===== src/rtl/tcdm_bank_ctrl_pkg.sv =====
// Shared helpers for the TCDM bank controller.
// All widths depend on parameters, so the package carries no fixed-width types.
package tcdm_bank_ctrl_pkg;

    // An index over n items is at least one bit wide, even when n is 1.
    function automatic int unsigned idx_width(input int unsigned n);
        return (n > 1) ? $clog2(n) : 1;
    endfunction

endpackage


===== src/rtl/tcdm_bank_ctrl_fifo.sv =====
// First-word-registered (not fall-through) response FIFO.
// There is no overflow guard: the caller's credit counter never pushes into a full FIFO.
module tcdm_bank_ctrl_fifo
    import tcdm_bank_ctrl_pkg::*;
#(
    parameter int unsigned Depth = 3,
    parameter type         dtype = logic
) (
    input  logic clk_i,
    input  logic rst_ni,
    input  logic push_i,
    input  dtype data_i,
    input  logic pop_i,
    output dtype data_o,
    output logic empty_o
);

    localparam int unsigned PtrWidth = idx_width(Depth);
    localparam int unsigned CntWidth = $clog2(Depth + 1);
    localparam logic [PtrWidth-1:0] LastPtr = PtrWidth'(Depth - 1);

    dtype                r_mem [Depth];
    logic [PtrWidth-1:0] r_wr_ptr;
    logic [PtrWidth-1:0] r_rd_ptr;
    logic [CntWidth-1:0] r_cnt;

    always_ff @(posedge clk_i or negedge rst_ni) begin
        if (!rst_ni) begin
            r_wr_ptr <= '0;
            r_rd_ptr <= '0;
            r_cnt    <= '0;
        end else begin
            if (push_i) r_wr_ptr <= (r_wr_ptr == LastPtr) ? '0 : r_wr_ptr + 1'b1;
            if (pop_i)  r_rd_ptr <= (r_rd_ptr == LastPtr) ? '0 : r_rd_ptr + 1'b1;
            if (push_i && !pop_i)      r_cnt <= r_cnt + 1'b1;
            else if (!push_i && pop_i) r_cnt <= r_cnt - 1'b1;
        end
    end

    // Storage is not reset; empty_o masks stale contents.
    always_ff @(posedge clk_i) begin
        if (push_i) r_mem[r_wr_ptr] <= data_i;
    end

    assign data_o  = r_mem[r_rd_ptr];
    assign empty_o = (r_cnt == '0);

endmodule


===== src/rtl/tcdm_bank_ctrl.sv =====
// Target-side controller: valid/ready request -> single-cycle SRAM access -> tagged response.
// Credits (occ) cover in-flight accesses plus queued responses, so responses never drop.
module tcdm_bank_ctrl
    import tcdm_bank_ctrl_pkg::*;
#(
    parameter int unsigned NumIn        = 32,
    parameter int unsigned DataWidth    = 32,
    parameter int unsigned BeWidth      = DataWidth / 8,
    parameter int unsigned AddrMemWidth = 12,
    parameter int unsigned MemLatency   = 1,
    parameter int unsigned RespDepth    = MemLatency + 2,
    parameter int unsigned NumInLog2    = idx_width(NumIn)
) (
    input  logic                    clk_i,
    input  logic                    rst_ni,
    input  logic                    req_valid_i,
    output logic                    req_ready_o,
    input  logic [NumInLog2-1:0]    req_ini_addr_i,
    input  logic [AddrMemWidth-1:0] req_tgt_addr_i,
    input  logic                    req_wen_i,
    input  logic [DataWidth-1:0]    req_wdata_i,
    input  logic [BeWidth-1:0]      req_be_i,
    output logic                    resp_valid_o,
    input  logic                    resp_ready_i,
    output logic [NumInLog2-1:0]    resp_ini_addr_o,
    output logic [DataWidth-1:0]    resp_rdata_o,
    output logic                    mem_req_o,
    output logic                    mem_we_o,
    output logic [AddrMemWidth-1:0] mem_addr_o,
    output logic [DataWidth-1:0]    mem_wdata_o,
    output logic [BeWidth-1:0]      mem_be_o,
    input  logic [DataWidth-1:0]    mem_rdata_i
);

    if (MemLatency < 1 || RespDepth < 1) begin : g_bad_params
        $fatal(1, "tcdm_bank_ctrl: MemLatency and RespDepth must both be >= 1");
    end

    localparam int unsigned OccWidth = $clog2(RespDepth + 1);
    localparam logic [OccWidth-1:0] OccMax = OccWidth'(RespDepth);

    typedef struct packed {
        logic [NumInLog2-1:0] ini_addr;
        logic [DataWidth-1:0] rdata;
    } resp_t;

    logic [OccWidth-1:0]                  r_occ;
    logic [MemLatency-1:0]                r_vld_pipe;
    logic [MemLatency-1:0][NumInLog2-1:0] r_ini_pipe;
    logic [MemLatency-1:0]                r_wen_pipe;

    logic  w_accept;
    logic  w_pop;
    logic  w_push;
    logic  w_empty;
    resp_t w_push_data;
    resp_t w_head;

    // Ready comes from registered occupancy only, so a pop frees its credit next cycle.
    assign req_ready_o = (r_occ < OccMax);
    assign w_accept    = req_valid_i & req_ready_o;
    assign w_pop       = resp_valid_o & resp_ready_i;

    assign mem_req_o   = w_accept;
    assign mem_we_o    = req_wen_i;
    assign mem_addr_o  = req_tgt_addr_i;
    assign mem_wdata_o = req_wdata_i;
    assign mem_be_o    = req_be_i;

    always_ff @(posedge clk_i or negedge rst_ni) begin
        if (!rst_ni) begin
            r_occ <= '0;
        end else if (w_accept && !w_pop) begin
            r_occ <= r_occ + 1'b1;
        end else if (!w_accept && w_pop) begin
            r_occ <= r_occ - 1'b1;
        end
    end

    // Tag travels alongside the SRAM access; last stage lines up with mem_rdata_i.
    always_ff @(posedge clk_i or negedge rst_ni) begin
        if (!rst_ni) begin
            r_vld_pipe <= '0;
            r_ini_pipe <= '0;
            r_wen_pipe <= '0;
        end else begin
            r_vld_pipe[0] <= w_accept;
            r_ini_pipe[0] <= req_ini_addr_i;
            r_wen_pipe[0] <= req_wen_i;
            for (int i = 1; i < MemLatency; i++) begin
                r_vld_pipe[i] <= r_vld_pipe[i-1];
                r_ini_pipe[i] <= r_ini_pipe[i-1];
                r_wen_pipe[i] <= r_wen_pipe[i-1];
            end
        end
    end

    assign w_push               = r_vld_pipe[MemLatency-1];
    assign w_push_data.ini_addr = r_ini_pipe[MemLatency-1];
    assign w_push_data.rdata    = r_wen_pipe[MemLatency-1] ? '0 : mem_rdata_i;

    tcdm_bank_ctrl_fifo #(
        .Depth (RespDepth),
        .dtype (resp_t)
    ) u_resp_fifo (
        .clk_i   (clk_i),
        .rst_ni  (rst_ni),
        .push_i  (w_push),
        .data_i  (w_push_data),
        .pop_i   (w_pop),
        .data_o  (w_head),
        .empty_o (w_empty)
    );

    assign resp_valid_o    = ~w_empty;
    assign resp_ini_addr_o = w_head.ini_addr;
    assign resp_rdata_o    = w_head.rdata;

endmodule

===== config.mk =====
export PLATFORM = sky130hd
export DESIGN_NAME = tcdm_bank_ctrl
export DESIGN_NICKNAME = d
export VERILOG_FILES = /design/src/rtl/tcdm_bank_ctrl_pkg.sv /design/src/rtl/tcdm_bank_ctrl_fifo.sv /design/src/rtl/tcdm_bank_ctrl.sv
export SDC_FILE = /design/constraint.sdc
export NUM_CORES = 1
export LEC_CHECK = 0
export BUFFER_PORTS_ARGS = -buffer_cell sky130_fd_sc_hd__buf_2
export CAP_MARGIN = 10
export CELL_PAD_IN_SITES_DETAIL_PLACEMENT = 0
export CELL_PAD_IN_SITES_GLOBAL_PLACEMENT = 1
export CORE_ASPECT_RATIO = 0.9
export CORE_MARGIN = 5
export CORE_UTILIZATION = 36
export DETAILED_ROUTE_END_ITERATION = 6
export PLACE_DENSITY = 0.77
export SYNTH_ARGS = -nofsm -noshare
export SYNTH_HDL_FRONTEND = slang
export SYNTH_HIERARCHICAL = 1
export SYNTH_SLANG_ARGS = --single-unit
export TNS_END_PERCENT = 10

===== constraint.sdc =====
create_clock -name clk_i -period 3.6 [get_ports clk_i]
set_clock_uncertainty 0.05 [all_clocks]
set_input_delay 0.36 -clock clk_i [delete_from_list [all_inputs] [get_ports clk_i]]
set_output_delay 0.36 -clock clk_i [all_outputs]
set_load 0.05 [all_outputs]

==> flow_metrics.env <==
export IMPL_die_x_um=137
export IMPL_hpwlAfterDp_mm=6.55
export IMPL_die_y_um=125
export IMPL_rr_worst_depth=3
export IMPL_synth_nets=454
export IMPL_holdBufCountCts=4
export IMPL_criticalPathCategory="reg2out"
export IMPL_post_cts_repair_setup_buffers=0
export IMPL_drc=0
export IMPL_grt_total_usage_pct=12.1
export IMPL_start_util_pct=36.3
export IMPL_max_slew_worst_pin_slew_ns=1.08
export IMPL_vias=2777
export IMPL_crit_fanout=32
export IMPL_maxCapViolCount=0
export IMPL_yosysSeqAreaShare_pct=70.5
export IMPL_avgSynthCellArea_um2=14.5
export IMPL_worstHoldPathType="in2reg"
export IMPL_worstSetupStartpointType="flop"
export IMPL_slowest_stage="dfrtp_2"
export IMPL_timing_critical_path_depth=4
export IMPL_crit_path_max_incr_delay_ns=1.05
export IMPL_first_global_vias=2924
export IMPL_crit_buf_inv=2
export IMPL_antenna_found_initial=0
export IMPL_ctsHtreeMaxLevel=4
export IMPL_ir_worst_vdd_mv=0.317
export IMPL_path_cells="buf_4, mux2i_1, o21ai_1, buf_2"
export IMPL_layout_drive_gt1_share_pct=29.8
export IMPL_hold_viol_final=0
export IMPL_layout_nets=502
export IMPL_cts_resized=0
export IMPL_coreArea_mm2=0.0145
export IMPL_gp_congestion=0.736
export IMPL_synth_area_mm2=0.00526
export IMPL_num_io_pins=179
export IMPL_netlist_instances=362
export IMPL_grt_setup_unrepaired="false"
export IMPL_overflow=0
export IMPL_final_common_cell="edfxtp_1"
export IMPL_clockBufferDepth=2
export IMPL_syn_to_final_growth_pct=17.5
export IMPL_ant_nets=0
export IMPL_layout_min_cycle_time_ns=2.75
export IMPL_reg2reg_from="u_resp_fifo/r_wr_ptr[0]"
export IMPL_final_cell_mix="111 x edfxtp_1, 82 x buf_2, 41 x nand2_1"
export IMPL_numCtsBuffers=17
export IMPL_post_drt_wl_per_cell_um=16.2
export IMPL_path_clk_slew_ns=0.05
export IMPL_finalMaxSlewViolations=0
export IMPL_setup_violations=0
export IMPL_drtIter0Drc=207
export IMPL_yosys_mux_area_fraction_pct=7.23
export IMPL_power_density_mw_per_mm2=963
export IMPL_root_buffer="clkbuf_16"
export IMPL_clock_latency_ns=0.40
export IMPL_synth_warnings=6
export IMPL_cts_tree="done"
export IMPL_grt_pass1_wl_mm=15.4
export IMPL_drt_total_wl_mm=10.1
export IMPL_synth_top_family_by_area="buffers and inverters"
export IMPL_endpoint_kind="output pin"
export IMPL_cp_required_ns=3.19
export IMPL_fp_row_count=42
export IMPL_io_buffers=82
export IMPL_vias_per_cell=4.47
export IMPL_fmax_ghz=0.364
export IMPL_antenna_cells=0
export IMPL_postLayoutCellArea_mm2=0.00618
export IMPL_holdCritStartpoint="req_wen_i"
export IMPL_synth_compound_area_share_pct=3.90
export IMPL_relSlewSlack_pct=27.9
export IMPL_yosys_area_share_adder_pct=0.476
export IMPL_dr_pass1_iters=4
export IMPL_grt_max_degree=62
export IMPL_min_period_over_period_pct=76.3
export IMPL_cp_startpoint="u_resp_fifo/r_rd_ptr[0]"
export IMPL_synthXorXnorAreaFrac_pct=0.999
export IMPL_holdPathStages=1
export IMPL_synth_cell_type_count=22
export IMPL_synthSimpleGateAreaFrac_pct=7.49
export IMPL_p_leak_nw=2.37
export IMPL_synth_seq_cells=126
export IMPL_status="finished clean"
export IMPL_critPathTopFamily="flip-flops"
export IMPL_tns_ns=0
export IMPL_die_area_mm2=0.0171
export IMPL_dpl_cell_area_mm2=0.00553
export IMPL_clkSinkCount=126
export IMPL_cp_arrival_ns=2.34
-- worst register-to-register path: cells and delay by family (launching register included) --
family / cells / cell delay, ns
flops: 1 / 0.44
simple gates: 2 / 0.79
buf+inv: 1 / 0.36
-- Yosys cell counts (all sizes together) --
library cell	number	area, um2
nor2b	32	200
inv	5	18.8
xor2	4	35.0
xnor2	2	17.5
nor3	1	5.00
mux2i	38	380
nor3b	1	7.51
clkbuf	3	11.3
and2	1	6.26
edfxtp	111	3330
buf	61	467
dfrtp	15	375
o21ai	38	190
nand2b	1	6.26
nand2	41	154
ha	2	25.0
a21o	2	15.0
nor2	4	15.0
-- registers in the layout, indices dropped and copies added, names as in the netlist --
| name | cells |
|---|---|
| u_resp_fifo/r_rd_ptr | 2 |
| r_wen_pipe | 1 |
| u_resp_fifo/r_mem | 111 |
| r_ini_pipe | 5 |
| r_occ | 2 |
| u_resp_fifo/r_cnt | 2 |
| u_resp_fifo/r_wr_ptr | 2 |
| r_vld_pipe | 1 |
-- metal layers --
metal	vias to the layer above	GRT usage, %	wire [um]
met5	-	0	0
met4	0	6.57	453
met3	53	4.93	642
met2	71	19.2	4860
met1	1327	13.9	4110
li1	1326	-	-
-- report_power, final --
group	internal, mW	switching [mW]	total, mW
clock	1.14	0.581	1.72
sequential	1.93	0.276	2.21
combinational	0.555	1.48	2.03
total	3.62	2.34	5.96
-- through the flow --
step | utilization (%) | hold WS (ns) | cells | worst slack, ns | power, mW
6_report | 42.6 | 0.0229 | 621 | 0.855 | 5.96
3_3_place_gp | 38.2 | 0.261 | 585 | 1.35 | 4.27
2_1_floorplan | - | 0.0144 | 362 | 0.0292 | 3.94
3_5_place_dp | 38.2 | 0.263 | 585 | 1.25 | 4.31
4_1_cts | 42.6 | 0.00641 | 621 | 0.807 | 6.04
5_1_grt | 42.6 | 0.0109 | 621 | 0.736 | 6.23
-- cell type report --
| cell class | count | area [um2] |
|---|---|---|
| sequential | 126 | 3710 |
| clock buffer | 21 | 470 |
| inverter | 5 | 18.8 |
| multi-input combinational | 167 | 1080 |
| tap | 198 | 248 |
| clock inverter | 11 | 140 |
| fill | 1341 | 8320 |
| timing repair buffer | 93 | 515 |
-- final timing paths --
path                                            endpoint  slack, ns
worst max-delay path                     resp_rdata_o[3]       0.85
worst min-delay path                          r_wen_pipe       0.02
worst max register to register  u_resp_fifo/r_mem[1][25]       1.65
worst min register to register      u_resp_fifo/r_cnt[1]       0.42
max in group asynchronous        u_resp_fifo/r_rd_ptr[1]       2.83
min in group asynchronous                  r_ini_pipe[4]       0.37
-- cells by family after synthesis --
kind of cell,after synthesis
compound gates,40
fa+ha+maj,2
xor+xnor,6
simple gates,81
buf+inv,69
flops,126
mux,38
Power figures use the tool's default switching activity.
